$ cat config.mk
export PLATFORM = sky130hd
export DESIGN_NAME = crc5_update
export DESIGN_NICKNAME = d
export VERILOG_FILES = /design/src/rtl/crc5_pkg.sv /design/src/rtl/crc5_update.sv
export SDC_FILE = /design/constraint.sdc
export NUM_CORES = 1
export LEC_CHECK = 0
export BUFFER_PORTS_ARGS = -buffer_cell sky130_fd_sc_hd__buf_2
export CORE_AREA = 2 2 39 41
export DETAILED_ROUTE_END_ITERATION = 8
export DIE_AREA = 0 0 41 43
export GPL_TIMING_DRIVEN = 0
export SYNTH_ARGS = -nofsm -noshare
export SYNTH_HDL_FRONTEND = slang
export SYNTH_SLANG_ARGS = --single-unit
$ cat constraint.sdc
create_clock -name vclk -period 2
set_input_delay 0.1 -clock vclk [all_inputs]
set_output_delay 0.1 -clock vclk [all_outputs]
set_load 0.01 [all_outputs]
$ cat src/rtl/crc5_pkg.sv
// Shared CRC-5 constants and checker state encoding.
// The transmitter imports the same constants, so both ends of the link agree.
package crc5_pkg;

   localparam int               CRC_W    = 5;
   localparam logic [CRC_W-1:0] CRC_POLY = 5'h05;
   localparam logic [CRC_W-1:0] CRC_INIT = 5'h00;

   // Fixed encodings so netlists and older tooling see stable state values
   localparam logic [1:0] ST_IDLE   = 2'd0;
   localparam logic [1:0] ST_BODY   = 2'd1;
   localparam logic [1:0] ST_REPORT = 2'd2;

   typedef enum logic [1:0] {
      IDLE   = ST_IDLE,
      BODY   = ST_BODY,
      REPORT = ST_REPORT
   } state_e;

endpackage

$ cat src/rtl/crc5_update.sv
// One-byte CRC-5 fold (x^5+x^2+1, MSB first), purely combinational.
// Shared with the transmitter so both ends use bit-identical math.
module crc5_update
   import crc5_pkg::*;
(
   input  logic [CRC_W-1:0] crc_in,
   input  logic [7:0]       data,
   output logic [CRC_W-1:0] crc_out
);

   logic [CRC_W-1:0] w_crc;

   always_comb begin
      w_crc = crc_in;
      for (int i = 7; i >= 0; i--) begin
         if (w_crc[CRC_W-1] ^ data[i]) begin
            w_crc = {w_crc[CRC_W-2:0], 1'b0} ^ CRC_POLY;
         end else begin
            w_crc = {w_crc[CRC_W-2:0], 1'b0};
         end
      end
   end

   assign crc_out = w_crc;

endmodule

[After elaboration in Yosys (flattened, before gate mapping)]
Cells that the tools add are included.
Word-level totals
  input bits: 13
  output and inout port bits: 5
  register bits: 0
  logic and storage cells: 24
Cells by class
  bitwise logic cells: 16
  mux-type cells: 8
Operators by type and width (number)
  2-to-1 mux 3 bit: 8
  NOT 2 bit: 8
  XOR 1 bit: 8

[Depth between registers and ports, before layout]
Gate-level depths: netlist of the first run.
  depth after elaboration: 16
  depth in mapped cells: 2
  depth with buffers taken out: 2

[Least setup slack after synthesis of the first run]
Ideal clock, no wire load.
  path type: input to output
  start: input port data[1]
  end: output port crc_out[1]
  required time: 1.900 ns
  path buffers: 0
  arrival time: 0.895 ns
  slack: 1.005 ns
  cell stages on the path: 2
  path through: xnor3_1 xnor3_1
On the way
  longest elaborated chain between the ends: 3
Ends and longest elaborated chain
  from (decl): line crc5_update.sv:7  | input logic [7:0] data,
  XOR 1 bit: line crc5_update.sv:16  | if (w_crc[CRC_W-1] ^ data[i]) begin
  2-to-1 mux 3 bit (2 in series): line crc5_update.sv:16
  to (decl): line crc5_update.sv:8  | output logic [CRC_W-1:0] crc_out
Every way passes these cells.

[Worst setup path after layout of the first run]
  start: input port data[6]
  end: output port crc_out[0]
On the way
  longest elaborated chain between the ends: 6
Ends and longest elaborated chain (line)
  XOR 1 bit: crc5_update.sv:16
  2-to-1 mux 3 bit: crc5_update.sv:16
  XOR 1 bit: crc5_update.sv:16
  2-to-1 mux 3 bit: crc5_update.sv:16
  XOR 1 bit: crc5_update.sv:16
  2-to-1 mux 3 bit: crc5_update.sv:16
Every way passes these cells.

==> results.json, run 1 <==
{
  "outcome": "completed",
  "fin_cells": 46,
  "die_x_um": 41,
  "gp_congestion": 0.667,
  "core_area_um2": 1380,
  "p_leak_uw": 0.000211,
  "antenna_violating_nets_post_route": 0,
  "dp_cells": 46,
  "fillers": 143,
  "clockPowerShare_pct": 0,
  "worst_pin_slew_ns": 0.365,
  "wl_per_cell_um": 9.63,
  "worstSetupPathType": "input port to primary output",
  "setup_viol": 0,
  "path_cells": "buf_2 > xnor2_1 > xor3_1 > buf_2",
  "worstPathArrival_ns": 1.15,
  "initial_utilization_pct": 16.2,
  "timing.hold.ws_ns": 0.620,
  "start_kind": "input port",
  "layout-drive-gt1-share_pct": 63.3,
  "seq_area_um2": 0,
  "vias": 155,
  "p_sw_share_pct": 36.5,
  "fin_area_um2": 334,
  "grt_pass1_vias": 141,
  "drc": 0,
  "synth_seq_area_share_pct": 0,
  "post-route-period-util_pct": 62.7,
  "required_ns": 1.90,
  "fmax_mhz": 798,
  "max-cap-violations": 0,
  "rsz0062_at_grt": "no",
  "combPwrFrac_pct": 100.0,
  "setup-tns-final_ns": 0,
  "worstSetupEndpointType": "primary output",
  "drt_wl_total_um": 443,
  "io_buffers": 18,
  "cell_internal_pwr_uw": 104,
  "p_switching_uw": 59.7,
  "grt_max_degree": 4,
  "mostFrequentLayoutCells": "buf_2, xnor3_1, xnor2_1",
  "cts_hold_buf": 0,
  "placed_area_um2": 334,
  "track_usage_pct": 4.76,
  "fin_crit_ns": 1.25,
  "final_common_cell": "buf_2",
  "crit_fanout": 3,
  "postSynthCellCount": 12,
  "pwr-share-seq_pct": 0,
  "startpoint": "data[6]",
  "num_io_pins": 18,
  "synth_cell_types": 5,
  "fin_nets": 45,
  "grt-ovfl-total": 0,
  "syn-num-nets": 25,
  "vdd_ir_drop_max_mv": 0.189,
  "critPathSlowestCell": "xor3_1",
  "n_antenna_cell": 0,
  "postCtsSetupRepairBufs": 0,
  "areaGrowthSynthToFinish_pct": 49.2,
  "fp.dieH_um": 43,
  "slew_headroom_pct": 75.5,
  "drtIter0Drc": 0,
  "nFlopsAndLatches": 0,
  "rows": 14,
  "grt_pass1_wl_um": 600,
  "critPathMaxStageDelay_ns": 0.47,
  "antenna_found_initial": 0,
  "cts-resized-gates": 0,
  "vias_per_cell": 3.37,
  "hold_viol_final": 0,
  "synthesis.area_um2": 224,
  "maxSlewViolCount": 0,
  "num-clock-buffers": 0,
  "ys_warn_count": 0,
  "cpMostUsedCell": "buf_2",
  "worstHoldPathType": "input port to primary output",
  "syn_avg_cell_area_um2": 18.7,
  "p_total_uw": 164,
  "dr.pass1.iters": 1,
  "powerDensity_nw_per_um2": 490,
  "dieArea_um2": 1760,
  "crit_end": "crc_out[0]"
}
==> power by group through the flow <==
stage	clock (uW)	sequential [uW]	combinational (uW)
4_1_cts	0	0	167
2_1_floorplan	0	0	113
3_5_place_dp	0	0	166
6_report	0	0	164
5_1_grt	0	0	178
3_3_place_gp	0	0	165
==> final cells by class <==
class	instances	area (um2)	area share (%)
timing repair buffer	18	90.1	27.0
multi-input combinational	12	224	67.0
tap	16	20.0	5.99
==> critical path: cells and delay by family <==
family / cells / cell delay [ns]
xor+xnor: 2 / 0.80
buf+inv: 2 / 0.25
==> cells in the mapped netlist <==
master | n | area share, %
xnor2_1 | 2 | 7.8
xnor2_2 | 1 | 7.3
xnor3_1 | 7 | 70
xor2_1 | 1 | 3.9
xor3_1 | 1 | 11
==> layer usage <==
layer	global-route usage [%]	wire, um	part of all wire [%]	up-vias
li1	-	-	-	80
met2	6.56	140	32	18
met4	0	0	0	0
met3	0	76	17	0
met1	8.61	226	51	57
met5	0	0	0	-
==> cells by family after synthesis <==
family	after synthesis	share of synthesized area, %
xor+xnor	12	100
==> stage by stage <==
stage / utilization (%) / setup slack (ns)
finish: 24.1 / 0.746
global route: 24.1 / 0.691
global placement: 24.1 / 0.749
floorplan: - / 1.01
CTS: 24.1 / 0.726
detailed placement: 24.1 / 0.738
==> worst min path at each step <==
stage / startpoint / end / slack (ns) / depth (start not counted)
final: data[2] / crc_out[4] / 0.62 / 3
after global routing: data[2] / crc_out[4] / 0.67 / 3
after detailed placement: data[2] / crc_out[4] / 0.62 / 3
after CTS: data[2] / crc_out[4] / 0.63 / 3
after floorplan: data[2] / crc_out[4] / 0.45 / 1
after global placement: data[2] / crc_out[4] / 0.63 / 3
Note: power is estimated with default switching activity, not from simulation.
==> run 2, diff against run 1 <==
Settings changed: ABC_AREA set to 1.
Clock period 2 ns to 1.19 ns, I/O delays scaled along.
==> run 2 against run 1 <==
Compared with the run above:
- utilization rose by 10 points
- first-iteration DRC count up 8
- synthesized cell count grew to 6.8 times the previous value
- worst hold slack worse by 0.060 ns
- non-clock buffer count unchanged
- combinational power increased by 38%
- global-route usage is 3.7 points higher
- clock-buffer cell count did not move
- die area is the same
- critical path type unchanged
- critical endpoint is now crc_out[3]
- largest power group unchanged
- highest routed layer unchanged
==> results.json, run 2 <==
{
  "outcome": "completed",
  "synth_cell_types": 9,
  "synth_most_common_cell": "nand2_1",
  "vdd_ir_drop_max_mv": 0.125,
  "vias": 477,
  "postSynthCellCount": 81,
  "nFlopsAndLatches": 0,
  "synth.largest_area_cell": "nand2_1",
  "maxSlewViolCount": 0,
  "mostFrequentLayoutCells": "nand2_1, buf_2, inv_1",
  "worst_pin_slew_ns": 0.121,
  "hold_viol_final": 0,
  "grt-ovfl-total": 0,
  "busiest_layer": "met2",
  "fp.dieH_um": 43,
  "crit_fanout": 3,
  "synthesis.area_um2": 369,
  "antenna_found_initial": 0,
  "num_io_pins": 18,
  "hold_start": "data[2]",
  "die_x_um": 41,
  "core_area_um2": 1380,
  "worstSetupEndpointType": "primary output",
  "required_ns": 1.13,
  "drc": 0,
  "grt_use_met3_pct": 0,
  "grt_use_met2_pct": 15.3,
  "initial_utilization_pct": 26.7,
  "track_usage_pct": 8.49,
  "cts_hold_buf": 0,
  "p_leak_uw": 0.000353,
  "setup_viol": 0,
  "layout-drive-gt1-share_pct": 34.3,
  "synthTopCellsByArea": "nand2_1, nand2_2, inv_1, nand3_1, nand3_2",
  "powerDensity_nw_per_um2": 471,
  "wl_per_cell_um": 6.17,
  "dieArea_um2": 1760,
  "timing.hold.ws_ns": 0.560,
  "drt_wl_total_um": 710,
  "dpl.hpwl_um": 670,
  "met1_usage_pct": 11.4,
  "fin_area_um2": 479,
  "dr.pass1.iters": 4,
  "synth_common_cells": "nand2_1, inv_1, nand2_2, nand3_1, inv_2",
  "fmax_mhz": 1060,
  "placed_area_um2": 479,
  "ys_warn_count": 0,
  "antenna_violating_nets_post_route": 0,
  "rows": 14,
  "worstHoldPathType": "input port to primary output",
  "syn_avg_cell_area_um2": 4.56,
  "final_common_cell": "nand2_1",
  "gp_congestion": 0.676,
  "max-cap-violations": 0,
  "slew_headroom_pct": 91.9,
  "fin_nets": 114,
  "grt_pass1_wl_um": 1170,
  "rsz0062_at_grt": "no",
  "grt_pass1_vias": 347,
  "worstSetupPathType": "input port to primary output",
  "post-route-period-util_pct": 79.1,
  "setup-tns-final_ns": 0,
  "n_antenna_cell": 0,
  "vias_per_cell": 4.15,
  "cts-resized-gates": 0,
  "synth_seq_area_share_pct": 0,
  "synth_top_cell_area_share_pct": 40.7,
  "fin_crit_ns": 0.941,
  "worstPathArrival_ns": 0.88,
  "syn-num-nets": 94,
  "p_total_uw": 226,
  "seq_area_um2": 0,
  "postCtsSetupRepairBufs": 0,
  "start_kind": "input port",
  "drtIter0Drc": 8,
  "areaGrowthSynthToFinish_pct": 29.8,
  "startpoint": "crc_in[3]",
  "num-clock-buffers": 0,
  "grt_max_degree": 5,
  "io_buffers": 18
}
==> run 2: cell count changes after synthesis, sizes merged <==
| cell | previous run | this run |
|---|---|---|
| inv | 0 | 18 |
| nand2 | 0 | 51 |
| nand3 | 0 | 10 |
| xnor2 | 3 | 1 |
| xnor3 | 7 | 0 |
| xor3 | 1 | 0 |
==> run 2: layer usage <==
layer | up-vias | wire [um]
li1 | 273 | -
met1 | 191 | 342
met2 | 13 | 314
met3 | 0 | 53
met4 | 0 | 0
met5 | - | 0
==> run 2: where the power goes <==
group / internal [uW] / leakage, uW / switching, uW / total, uW
registers: 0 / 0 / 0 / 0
logic: 92.4 / 0.000353 / 133 / 226
clock network: 0 / 0 / 0 / 0
total: 92.4 / 0.000353 / 133 / 226
==> run 2: cell families after synthesis <==
group	synth area share, %
XOR/XNOR	4.75
AND/OR/NAND/NOR	76.9
buffers and inverters	18.3
==> run 2: final timing paths <==
| path | slack (ns) | cells after the start | endpoint |
|---|---|---|---|
| hold / removal | 0.56 | 6 | crc_out[4] |
| setup / recovery | 0.25 | 11 | crc_out[3] |
==> run 2: layout make-up <==
class	count	area, um2
inverters	18	67.6
repair buffers	18	90.1
multi-input cells	63	302
well taps	16	20.0
fillers	174	905
==> run 2: stage by stage <==
| step | setup WS, ns | cells | utilization, % |
|---|---|---|---|
| 2_1_floorplan | 0.457 | 81 | - |
| 3_3_place_gp | 0.262 | 115 | 34.6 |
| 3_5_place_dp | 0.241 | 115 | 34.6 |
| 4_1_cts | 0.238 | 115 | 34.6 |
| 5_1_grt | 0.129 | 115 | 34.6 |
| 6_report | 0.249 | 115 | 34.6 |
==> run 2: critical path, stage by stage <==
cell and delay (ns):
buf_2 0.11, inv_1 0.07, nand2_2 0.07, nand2_2 0.07
nand2_1 0.05, nand2_1 0.09, nand2_1 0.09, nand2_2 0.07
nand2_1 0.04, nand2_1 0.04, buf_2 0.12
